<file path="config.mk">
export PLATFORM = sky130hd
export DESIGN_NAME = popcount24_vecgen
export DESIGN_NICKNAME = d
export VERILOG_FILES = /design/src/rtl/popcount24_vecgen.sv
export SDC_FILE = /design/constraint.sdc
export NUM_CORES = 1
export LEC_CHECK = 0
export CORE_ASPECT_RATIO = 1.5
export CORE_MARGIN = 2
export CORE_UTILIZATION = 35
export DETAILED_ROUTE_END_ITERATION = 7
export REMOVE_ABC_BUFFERS = 1
export SYNTH_ARGS = -nofsm -noshare
export SYNTH_HDL_FRONTEND = slang
export SYNTH_SLANG_ARGS = --single-unit
</file>
<file path="constraint.sdc">
create_clock -name clk -period 4.8 [get_ports clk]
set_input_delay 1.2 -clock clk [delete_from_list [all_inputs] [get_ports clk]]
set_output_delay 1.2 -clock clk [all_outputs]
set_load 0.02 [all_outputs]
</file>
<file path="src/rtl/popcount24_vecgen.sv">
`default_nettype none
// ============================================================================
// Module      : popcount24_vecgen
// Description : Count-to-vector generator: emits a 24-bit word holding exactly
//               the requested number of ones, thermometer or LFSR-scrambled.
// Revision    : 1.0 - initial release
// ============================================================================
module popcount24_vecgen #(
    parameter int         N      = 24,
    parameter int         CW     = 5,
    parameter logic [7:0] SEED   = 8'hA5,
    parameter int         STRIDE = 7
) (
    input  logic          clk,
    input  logic          rst,
    input  logic          cnt_valid,
    output logic          cnt_ready,
    input  logic [CW-1:0] cnt_data,
    input  logic          scramble_en,
    output logic          vec_valid,
    input  logic          vec_ready,
    output logic [N-1:0]  vec_data,
    output logic          cnt_err
);

    localparam logic [1:0]    c_IDLE   = 2'd0;
    localparam logic [1:0]    c_FILL   = 2'd1;
    localparam logic [1:0]    c_OUT    = 2'd2;
    localparam logic [CW-1:0] c_N      = CW'(N);
    localparam logic [CW-1:0] c_STRIDE = CW'(STRIDE);
    localparam logic [CW-1:0] c_ONE    = CW'(1);
    localparam logic [CW:0]   c_N_WIDE = (CW+1)'(N);

    logic [1:0]    r_state;
    logic [1:0]    w_state_next;
    logic [7:0]    r_lfsr;
    logic [CW-1:0] r_placed;
    logic [CW-1:0] r_target;
    logic [CW-1:0] r_ptr;
    logic          r_mode;
    logic [N-1:0]  r_vec;
    logic          r_err;

    logic          w_accept;
    logic          w_over;
    logic [CW-1:0] w_target_in;
    logic [CW-1:0] w_start_ptr;
    logic [CW-1:0] w_placed_next;
    logic [CW-1:0] w_step;
    logic [CW:0]   w_ptr_sum;
    logic [CW-1:0] w_ptr_next;
    logic          w_lfsr_fb;

    always_comb begin
        w_accept      = cnt_valid && (r_state == c_IDLE);
        w_over        = cnt_data > c_N;
        w_target_in   = w_over ? c_N : cnt_data;
        // Low five LFSR bits fold 24..31 back onto 16..23 to stay in range
        w_start_ptr   = (r_lfsr[4:0] >= 5'd24) ? (r_lfsr[4:0] - 5'd8) : r_lfsr[4:0];
        w_placed_next = r_placed + c_ONE;
        w_step        = r_mode ? c_STRIDE : c_ONE;
        w_ptr_sum     = {1'b0, r_ptr} + {1'b0, w_step};
        w_ptr_next    = (w_ptr_sum >= c_N_WIDE) ? CW'(w_ptr_sum - c_N_WIDE) : CW'(w_ptr_sum);
        w_lfsr_fb     = r_lfsr[7] ^ r_lfsr[5] ^ r_lfsr[4] ^ r_lfsr[3];
    end

    always_comb begin
        w_state_next = r_state;
        case (r_state)
            c_IDLE: begin
                if (w_accept) begin
                    w_state_next = (w_target_in == '0) ? c_OUT : c_FILL;
                end
            end
            c_FILL: begin
                if (w_placed_next == r_target) begin
                    w_state_next = c_OUT;
                end
            end
            c_OUT: begin
                if (vec_ready) begin
                    w_state_next = c_IDLE;
                end
            end
            default: w_state_next = c_IDLE;
        endcase
    end

    always_ff @(posedge clk) begin
        if (rst) begin
            r_state <= c_IDLE;
        end else begin
            r_state <= w_state_next;
        end
    end

    always_ff @(posedge clk) begin
        if (rst) begin
            r_lfsr   <= SEED;
            r_placed <= '0;
            r_target <= '0;
            r_ptr    <= '0;
            r_mode   <= 1'b0;
            r_vec    <= '0;
            r_err    <= 1'b0;
        end else begin
            r_err <= w_accept && w_over;
            if (w_accept) begin
                r_target <= w_target_in;
                r_placed <= '0;
                r_mode   <= scramble_en;
                r_ptr    <= scramble_en ? w_start_ptr : '0;
                r_vec    <= '0;
                r_lfsr   <= {r_lfsr[6:0], w_lfsr_fb};
            end else if (r_state == c_FILL) begin
                r_vec[r_ptr] <= 1'b1;
                r_placed     <= w_placed_next;
                r_ptr        <= w_ptr_next;
            end
        end
    end

    assign cnt_ready = (r_state == c_IDLE);
    assign vec_valid = (r_state == c_OUT);
    assign vec_data  = r_vec;
    assign cnt_err   = r_err;

endmodule
`default_nettype wire

</file>
==> impl_metrics.json, run 1 <==
{
  "hold_class": "reg -> reg",
  "drtAntennaViolNets": 0,
  "port_buffers": 36,
  "yosys.cell_count.top_type": "dfxtp_1",
  "die_w_um": 68.9,
  "firstDrtPassIters": 4,
  "die_h_um": 101,
  "crit_fanout": 30,
  "dpl.cell_count": 364,
  "grt_max_degree": 31,
  "grt_pass1_vias": 1687,
  "n_antenna_cell": 0,
  "antenna_found_initial": 0,
  "ir_drop_mv": 0.153,
  "initial_core_util": 0.360,
  "yosysTopAreaCell": "dfxtp_1",
  "via_per_inst": 5.05,
  "ys_ff_latch": 51,
  "finClkSkew_ns": 0.00403,
  "numCtsBuffers": 5,
  "cts_hold_buf": 0,
  "clock_latency_ns": 0.30,
  "numClockSinks": 51,
  "syn_area_per_cell_um2": 8.31,
  "initialDrtViolationCount": 84,
  "finalSetupViolCount": 0,
  "root_buffer": "clkbuf_8",
  "cts_max_path_buffers": 2,
  "grt_pass1_wl_um": 7630,
  "crit_path_top_delay_cell": "nor3b_4",
  "outcome": "completed",
  "tightestPinTransition_ns": 0.894,
  "maxSlewHeadroom": 0.399,
  "post_cts_buffers": 0,
  "tns_ns": 0,
  "required_ns": 4.98,
  "finalHoldViolCount": 0,
  "power_frac_clock": 0.323,
  "crit_path_max_incr_delay_ns": 0.63,
  "drive_gt1_frac": 0.0503,
  "synth_cell_types": 41,
  "die_area_mm2": 0.00698,
  "p_sw_uw": 260,
  "arrival_ns": 3.24,
  "routed_wl_um": 4670,
  "p_sw_frac": 0.276,
  "async_reset_ff_frac": 0,
  "cts_tree": "built",
  "critical_path_class": "in -> reg",
  "p_int_uw": 683,
  "final.fill_count": 627,
  "p_comb_frac": 0.170,
  "drc_errors": 0,
  "synth_cells": 266,
  "min_period_ns": 3.06,
  "detailed_place_hpwl_um": 3330,
  "grtUsageTotal": 0.141,
  "seqPwrFrac": 0.507,
  "pin_count": 37,
  "synth_area_leaders": "dfxtp_1 46%, a21oi_1 9.7%, nor2_1 6.8%, nand2_1 5.9%, xnor2_1 3.2%",
  "crit_chain": "clkdlybuf4s50_1, nor3b_4, or2_2, a311o_1, o22ai_1",
  "area_growth_pct": 23.4,
  "core_area_mm2": 0.00613,
  "timing.fmax_mhz": 327,
  "routabilityCongestion": 0.777,
  "gr-total-overflow": 0,
  "netlist_area_mm2": 0.00221,
  "yosys_warnings": 0,
  "ys.flop_type": "dfxtp_1",
  "max-cap-violations": 0,
  "synth_enable_flop_cells": 0,
  "final_cells": 372,
  "clk_pin_slew_ns": 0.09,
  "synth_top_area_share": 0.462,
  "endpoint_kind": "flop",
  "rows": 35,
  "slew_viol_final": 0,
  "cts-htree-levels": 2,
  "power_density_mw_per_mm2": 346,
  "min_period_over_period": 0.637,
  "final_nets": 312,
  "wl_per_cell_um": 12.6,
  "ys_seq_area_frac": 0.462,
  "cts-resized-gates": 0,
  "rsz0062_at_grt": "false",
  "worstSetupStartpointType": "primary input",
  "vias": 1879,
  "leakage_nw": 0.989,
  "synth_common_cells": "51 x dfxtp_1, 43 x a21oi_1, 40 x nor2_1"
}
==> power groups by stage <==
stage	clock, mW	combinational, mW	sequential (mW)
detailed placement	0	0.160	0.488
global placement	0	0.159	0.487
finish	0.304	0.161	0.478
floorplan	0	0.112	0.483
global route	0.332	0.179	0.483
CTS	0.313	0.162	0.478
==> cell families (layout without fill, tap and decap cells) <==
family,Yosys count,count (layout),synth area share
adder cells (fa/ha/maj),5,5,0.0317
AND/OR/NAND/NOR,115,115,0.245
flip-flops,51,51,0.462
AO/OA/AOI/OAI,64,64,0.172
buffers and inverters,17,49,0.0340
XOR/XNOR,14,14,0.0555
==> path summary, 6_finish.rpt <==
path | startpoint | endpoint | slack [ns] | cells after the start
max | cnt_valid | r_ptr[3] | 1.74 | 5
min | r_target[3] | r_target[3] | 0.47 | 2
max reg2reg | r_state[1] | r_ptr[3] | 2.78 | 4
min reg2reg | r_target[3] | r_target[3] | 0.47 | 2
==> state kept, by name, summed over array words and instances (netlist names) <==
name	cells
vec_data	24
r_lfsr	8
r_placed	5
r_ptr	5
r_target	5
r_state	2
cnt_err	1
r_mode	1
==> stage by stage <==
stage                     area (µm²)  total power [mW]  setup slack, ns  hold WS (ns)   util
after CTS                       2730             0.953             1.76         0.470  0.445
after global routing            2730             0.994             1.63         0.484  0.445
final                           2730             0.943             1.74         0.469  0.445
after floorplan                 2150             0.595             2.34         0.431      -
after detailed placement        2610             0.648             1.44         0.455  0.426
after global placement          2610             0.647             1.47         0.448  0.426
==> placed cells by master (no fill, tap or decap), drive strengths merged, types with 2 or more instances in the layout <==
cell           Yosys  layout
clkdlybuf4s50      0      36
clkbuf             9       6
a21oi             43      43
dfxtp             51      51
a311oi             3       3
nand3b             3       3
or3                3       3
nor2b              3       3
xnor2              8       8
xor2               6       6
and3b              2       2
o21ai              6       6
nand2b             2       2
nor3b              4       4
a21o               2       2
and2               2       2
nand2             36      36
nor3               7       7
or2                2       2
nor2              40      40
inv                4       4
nand3              7       7
a211o              2       2
ha                 4       4
==> cell type report <==
cell class                      instances  area (µm²)  share of cell area
Clock inverter                          2        35.0              0.0128
Timing Repair Buffer                   37         368               0.135
Clock buffer                            6        82.6              0.0303
Multi-Input combinational cell        198        1110               0.408
Inverter                                4        15.0             0.00550
Sequential cell                        51        1020               0.374
Tap cell                               74        92.6              0.0339
==> routing by layer <==
metal / vias up / GRT usage / share of wire / wire, µm
li1: 971 / - / - / -
met1: 864 / 0.178 / 0.45 / 2110
met2: 34 / 0.232 / 0.49 / 2310
met3: 10 / 0.0322 / 0.034 / 158
met4: 0 / 0.0528 / 0.020 / 94
met5: - / 0 / 0 / 0
==> worst max-delay path, delay by kind of cell <==
kind                   cells  cell delay (ns)
AO/OA/AOI/OAI              2             0.26
AND/OR/NAND/NOR            2             1.21
buffers and inverters      1             0.55
(Power assumes the default switching activity.)
==> run 2, diff against run 1 <==
==> constraint.sdc (replaced) <==
create_clock -name clk -period 2.9 [get_ports clk]
set_input_delay 0.725 -clock clk [delete_from_list [all_inputs] [get_ports clk]]
set_output_delay 0.725 -clock clk [all_outputs]
set_load 0.02 [all_outputs]
==> run 2 against run 1 <==
First-iteration DRC count up 2.4%. Critical path depth down 3. Non-clock buffer count up 3. Clock skew up 0.0032 ns. Largest power group unchanged.
==> impl_metrics.json, run 2 (synthesis results as in run 1) <==
{
  "outcome": "completed",
  "rsz0062_at_grt": "false",
  "hold_class": "reg -> reg",
  "numClockSinks": 51,
  "via_per_inst": 4.92,
  "max-cap-violations": 0,
  "total_power_mw": 1.56,
  "area_growth_pct": 24.2,
  "n_antenna_cell": 0,
  "routed_wl_um": 4750,
  "cts_hold_buf": 0,
  "grt_pass1_vias": 1717,
  "routabilityCongestion": 0.789,
  "final_cells": 375,
  "core_area_mm2": 0.00613,
  "p_comb_frac": 0.176,
  "initial_core_util": 0.360,
  "wl_per_cell_um": 12.7,
  "largest_reg_flops": 24,
  "seq_area_mm2": 0.00102,
  "arrival_ns": 1.76,
  "die_w_um": 68.9,
  "vias": 1846,
  "min_period_over_period": 0.856,
  "pin_count": 37,
  "antenna_found_initial": 0,
  "endpoint_kind": "primary output",
  "timing.fmax_mhz": 403,
  "detailed_place_hpwl_um": 3440,
  "p_sw_uw": 442,
  "drc_errors": 0,
  "maxSlewHeadroom": 0.461,
  "mostFrequentLayoutCells": "51 x dfxtp_1, 43 x a21oi_1, 40 x nor2_1",
  "final.fill_count": 635,
  "rows": 35,
  "tns_ns": 0,
  "place_area_mm2": 0.00263,
  "worstSetupStartpointType": "flop",
  "root_buffer": "clkbuf_8",
  "power_density_mw_per_mm2": 567,
  "crit_fanout": 9,
  "die_h_um": 101,
  "initialDrtViolationCount": 86,
  "die_area_mm2": 0.00698,
  "grt_max_degree": 25,
  "grtUsageTotal": 0.147,
  "grt_pass1_wl_um": 7860,
  "slew_viol_final": 0,
  "hold_slack_ns": 0.461,
  "min_period_ns": 2.48,
  "finalHoldViolCount": 0,
  "clk_pin_slew_ns": 0.09,
  "power_frac_clock": 0.315,
  "seqPwrFrac": 0.509,
  "cts_tree": "built",
  "port_buffers": 36,
  "gr-total-overflow": 0,
  "cts_max_path_buffers": 2,
  "final_common_cell": "dfxtp_1",
  "drtAntennaViolNets": 0,
  "ir_drop_mv": 0.254,
  "dpl.cell_count": 367,
  "design_area_mm2": 0.00275,
  "p_int_mw": 1.11,
  "drive_gt1_frac": 0.0598,
  "multi_input_area_mm2": 0.00111,
  "finClkSkew_ns": 0.00728,
  "cts-htree-levels": 2,
  "final_nets": 315,
  "cts-resized-gates": 0,
  "critical_path_class": "reg -> out",
  "p_sw_frac": 0.284,
  "post_cts_buffers": 0,
  "firstDrtPassIters": 4,
  "tightestPinTransition_ns": 0.802,
  "leakage_nw": 1.00,
  "clock_latency_ns": 0.30,
  "finalSetupViolCount": 0,
  "required_ns": 2.17,
  "numCtsBuffers": 5
}
[run 2: layout make-up]
cell class,count,share of cell area
clock inverter,3,0.0160
clock buffer,5,0.0251
inverter,4,0.00547
sequential,51,0.372
multi-input combinational,198,0.406
timing repair buffer,40,0.142
tap,74,0.0337
[run 2: power groups by stage]
stage	Combinational (mW)	Sequential, mW	Clock (mW)
2_1_floorplan	0.185	0.800	0
3_3_place_gp	0.271	0.806	0
3_5_place_dp	0.273	0.808	0
4_1_cts	0.276	0.792	0.509
5_1_grt	0.304	0.801	0.548
6_report	0.274	0.792	0.491
[run 2: critical path, cell delays in order, from the launching register on]
cell and delay, ns:
dfxtp_1 0.52, nor2b_1 0.29, clkdlybuf4s50_1 0.65
[run 2: final timing paths]
| path | from | end | slack, ns | depth (start not counted) |
|---|---|---|---|---|
| setup / recovery | r_state[1] | vec_valid | 0.42 | 2 |
| hold / removal | r_lfsr[6] | r_lfsr[6] | 0.46 | 2 |
| setup reg to reg | r_ptr[1] | r_ptr[4] | 1.07 | 6 |
| hold reg to reg | r_lfsr[6] | r_lfsr[6] | 0.46 | 2 |
[run 2: metal layers]
| metal | global-route usage | wire length (µm) | up-vias |
|---|---|---|---|
| met5 | 0 | 0 | - |
| met4 | 0.0543 | 97 | 0 |
| met3 | 0.0300 | 155 | 6 |
| met2 | 0.257 | 2370 | 35 |
| met1 | 0.173 | 2130 | 829 |
| li1 | - | - | 976 |
[run 2: stage by stage]
| stage | utilization | setup slack (ns) |
|---|---|---|
| floorplan | - | 0.915 |
| global placement | 0.429 | 0.465 |
| detailed placement | 0.429 | 0.395 |
| CTS | 0.448 | 0.407 |
| global route | 0.448 | 0.326 |
| finish | 0.448 | 0.417 |
